### src/rtl/word_unloader_128.sv
// Captures a DATA_W-bit word in one cycle and streams it out LSB-first as
// CHUNK_W-bit chunks over a valid/ready handshake, pulsing done after the last chunk.
module word_unloader_128 #(
  parameter int DATA_W  = 128,
  parameter int CHUNK_W = 4,
  parameter int IDX_W   = 5
) (
  input  logic               clk,
  input  logic               rst,
  input  logic [DATA_W-1:0]  in_data_i,
  input  logic               in_valid_i,
  output logic               in_ready_o,
  output logic [CHUNK_W-1:0] out_data_o,
  output logic               out_valid_o,
  input  logic               out_ready_i,
  output logic [IDX_W-1:0]   out_idx_o,
  output logic               out_last_o,
  output logic               done_o,
  output logic               busy_o
);

  localparam int SEL_W = $clog2(CHUNK_W);
  localparam int OFF_W = IDX_W + SEL_W;
  localparam logic [IDX_W-1:0] LAST_IDX = '1;

  typedef enum logic {
    IDLE = 1'b0,
    SEND = 1'b1
  } state_t;

  state_t             state_q;
  logic [DATA_W-1:0]  shadow_q;
  logic [IDX_W-1:0]   idx_q;
  logic               done_q;
  logic [OFF_W-1:0]   bit_off;

  always_ff @(posedge clk or posedge rst) begin
    if (rst) begin
      state_q  <= IDLE;
      shadow_q <= '0;
      idx_q    <= '0;
      done_q   <= 1'b0;
    end else begin
      done_q <= 1'b0;
      case (state_q)
        IDLE: begin
          if (in_valid_i) begin
            shadow_q <= in_data_i;
            idx_q    <= '0;
            state_q  <= SEND;
          end
        end
        SEND: begin
          if (out_ready_i) begin
            // The final transfer wraps idx to 0 instead of incrementing past the last chunk.
            if (idx_q == LAST_IDX) begin
              state_q <= IDLE;
              idx_q   <= '0;
              done_q  <= 1'b1;
            end else begin
              idx_q <= idx_q + IDX_W'(1);
            end
          end
        end
        default: state_q <= IDLE;
      endcase
    end
  end

  assign bit_off = {idx_q, {SEL_W{1'b0}}};

  // Every output below depends only on registered state (rst only gates in_ready).
  assign in_ready_o  = (state_q == IDLE) && !rst;
  assign out_valid_o = (state_q == SEND);
  assign busy_o      = (state_q == SEND);
  assign out_idx_o   = idx_q;
  assign out_last_o  = (state_q == SEND) && (idx_q == LAST_IDX);
  assign out_data_o  = (state_q == SEND) ? shadow_q[bit_off +: CHUNK_W] : '0;
  assign done_o      = done_q;

endmodule

### config.mk
export PLATFORM = sky130hd
export DESIGN_NAME = word_unloader_128
export DESIGN_NICKNAME = d
export VERILOG_FILES = /design/src/rtl/word_unloader_128.sv
export SDC_FILE = /design/constraint.sdc
export NUM_CORES = 1
export LEC_CHECK = 0
export CORE_ASPECT_RATIO = 1.1
export CORE_MARGIN = 1.5
export CORE_UTILIZATION = 50
export DETAILED_ROUTE_END_ITERATION = 10
export GPL_ROUTABILITY_DRIVEN = 0
export HOLD_SLACK_MARGIN = 0.1
export PLACE_DENSITY = 0.8
export SKIP_LAST_GASP = 1
export SLEW_MARGIN = 20
export SYNTH_ARGS = -nofsm -noshare
export SYNTH_HDL_FRONTEND = slang
export SYNTH_SLANG_ARGS = --single-unit
### constraint.sdc
create_clock -name clk -period 5.9 [get_ports clk]
set_input_delay 1.18 -clock clk [delete_from_list [all_inputs] [get_ports clk]]
set_output_delay 1.18 -clock clk [all_outputs]
set_load 0.01 [all_outputs]
==> results.yml <==
synthesis:
  synth-main-ff-cell: "dfrtp_1"
  ys_async_sr_fraction: 1.00
  syn_area_per_cell_sq_um: 15.6
  ys_seq_area_frac: 0.540
  ys_types: 27
  ys_ff_latch: 135
  syn_inst: 401
  ys_warn_count: 0
  syn_nets: 536
  syn_area_sq_um: 6260
  synth_edf_count: 0
cts:
  cts_root_buf: "clkbuf_16"
  ctsResizeCount: 0
  cts.clk_slew.worst_paths_ns: 0.05
  cts_setup_buffers: 0
  insertion_delay_ns: 0.41
  tritoncts: "built"
  clockBufferDepth: 2
  cts_buffers: 17
  clock-sinks: 135
  htreeDepth: 4
  ctsHoldBuffers: 0
worst_setup_path:
  cp_max_fo: 36
  cp_data_arrival_time_ns: 3.37
  end_kind: "output pin"
  rr_worst_depth: 7
  setup.worst_path.end: "out_data_o[2]"
  crit_type: "reg2out"
  crit_start: "out_idx_o[1]"
  startpoint_type: "register"
  ff2ff_setup_slack_ns: 3.53
  reg2reg_from: "out_idx_o[1]"
  r2r_end: "out_idx_o[3]"
  crit_required_ns: 4.72
layout:
  final_layout_size_suffix_gt1_frac: 0.319
  nets: 675
  regArea_sq_um: 3380
  mostFrequentLayoutCell: "clkdlybuf4s50_1"
  n_antenna_cell: 0
  mostFrequentLayoutCells: "clkdlybuf4s50_1, dfrtp_1, mux2_2"
  multiInputGateArea_sq_um: 2720
  n_fill_cell: 864
  syn2layout_area_growth_pct: 33.0
run:
  maxCapViolations: 0
floorplan:
  io_pins: 146
  start_util: 0.516
  fp.dieW_um: 110
  core_region_area_sq_um: 12100
  die_h_um: 120
  rows: 42
  dieArea_sq_um: 13200
detailed_routing:
  drt_iter0_drc: 197
  num_vias: 3937
  post_drt_wl_per_cell_um: 20.4
  antenna_left: 0
  remaining_drc_errors: 0
  viasPerCell: 5.58
  drt_wl_total_um: 14400
  first_pass_iters: 4
sta:
  slew_violations: 0
  finalHoldViolations: 0
  rsz0062_at_grt: "false"
  finClkSkew_ns: 0.00525
  slew_headroom: 0.325
  min_period_over_period: 0.772
  fin_tns_setup_ns: 0
  fin_crit_ns: 4.55
  holdWs_ns: 0.500
  setup_viol: 0
  fin_ws_ns: 1.35
  worstMarginPinSlew_ns: 1.01
  fmax_mhz: 220
power_and_ir_drop:
  total_power_mw: 3.01
  p_leak_nw: 3.53
  p_per_area_nw_per_um2: 362
  peakVddDrop_v: 0.000278
  pwr-share-clk: 0.327
  internal-power_mw: 2.19
  comb_power_share: 0.261
  p_seq_frac: 0.412
  switching_share: 0.271
  p_switching_mw: 0.817
outcome:
  status: "completed"
global_route:
  grt_max_degree: 99
  first_global_vias: 4319
  grt_overflow: 0
  grt_pass1_wl_um: 22500
  antenna_found_initial: 0
  grt_usage: 0.235
placed_design:
  dp_slack_ns: 1.75
  dp_hpwl_um: 10100
  place.port_buffers: 145
min_path:
  min-delay-path-class: "reg2reg"
  min_path_cells: 1
-- cell usage after synthesis, types with 5 or more instances --
| library cell | n | area (sq um) |
|---|---|---|
| o21ai_0 | 6 | 30.0 |
| mux4_2 | 16 | 360 |
| a21oi_1 | 6 | 30.0 |
| mux4_1 | 12 | 315 |
| nor2b_1 | 11 | 68.8 |
| mux2i_1 | 16 | 160 |
| a22oi_1 | 8 | 60.1 |
| buf_1 | 5 | 18.8 |
| dfrtp_1 | 135 | 3380 |
| mux2_2 | 130 | 1460 |
| nand2_1 | 5 | 18.8 |
| clkbuf_1 | 14 | 52.6 |
-- cell families after synthesis --
logic type / share of synthesized area
adder cells (fa/ha/maj): 0.00600
multiplexers: 0.367
flip-flops: 0.540
AND/OR/NAND/NOR: 0.0314
AO/OA/AOI/OAI: 0.0282
buffers and inverters: 0.0274
-- critical path, cell delays in order, from the launching register on --
cell,delay [ns]
dfrtp_2,1.03
mux4_1,0.67
mux4_2,0.51
nor2b_1,0.15
nor4b_1,0.08
clkdlybuf4s50_1,0.50
-- metrics by stage --
step,instance area [sq um],std cells,utilization
global route,8320,705,0.686
CTS,8320,705,0.686
floorplan,6260,401,-
detailed placement,7780,675,0.641
finish,8320,705,0.686
global placement,7780,675,0.641
-- cell type report --
type,instances,share of cell area
multi-input combinational,236,0.327
sequential,135,0.406
timing repair buffer,149,0.178
tap,154,0.0232
clock buffer,26,0.0564
inverter,1,0.00105
clock inverter,4,0.00872
-- layer usage --
| layer | global-route usage | wire length [um] | vias up | part of all wire |
|---|---|---|---|---|
| met4 | 0.0795 | 310 | 0 | 0.022 |
| met2 | 0.394 | 7340 | 134 | 0.51 |
| li1 | - | - | 1785 | - |
| met5 | 0 | 0 | - | 0 |
| met3 | 0.0679 | 844 | 22 | 0.059 |
| met1 | 0.288 | 5890 | 1996 | 0.41 |
-- flip-flops by register name (all words and copies together) (netlist names) --
name / flops
busy_o: 1
shadow_q: 128
out_idx_o: 5
done_o: 1
-- power groups by stage --
| stage | clock, mW | combinational, mW | sequential [mW] |
|---|---|---|---|
| final | 0.986 | 0.786 | 1.24 |
| after floorplan | 0 | 0.638 | 1.11 |
| after global placement | 0 | 0.771 | 1.25 |
| after global routing | 1.04 | 0.846 | 1.27 |
| after detailed placement | 0 | 0.787 | 1.26 |
| after CTS | 1.00 | 0.793 | 1.24 |
-- how the worst min path moves through the flow --
stage / slack, ns / to / start
after floorplan: 0.47 / shadow_q[104] / shadow_q[104]
after global placement: 0.48 / shadow_q[109] / shadow_q[109]
after detailed placement: 0.49 / shadow_q[36] / shadow_q[36]
after CTS: 0.50 / shadow_q[22] / shadow_q[22]
after global routing: 0.51 / shadow_q[52] / shadow_q[52]
final: 0.50 / shadow_q[52] / shadow_q[52]
Power figures use the tool's default switching activity.
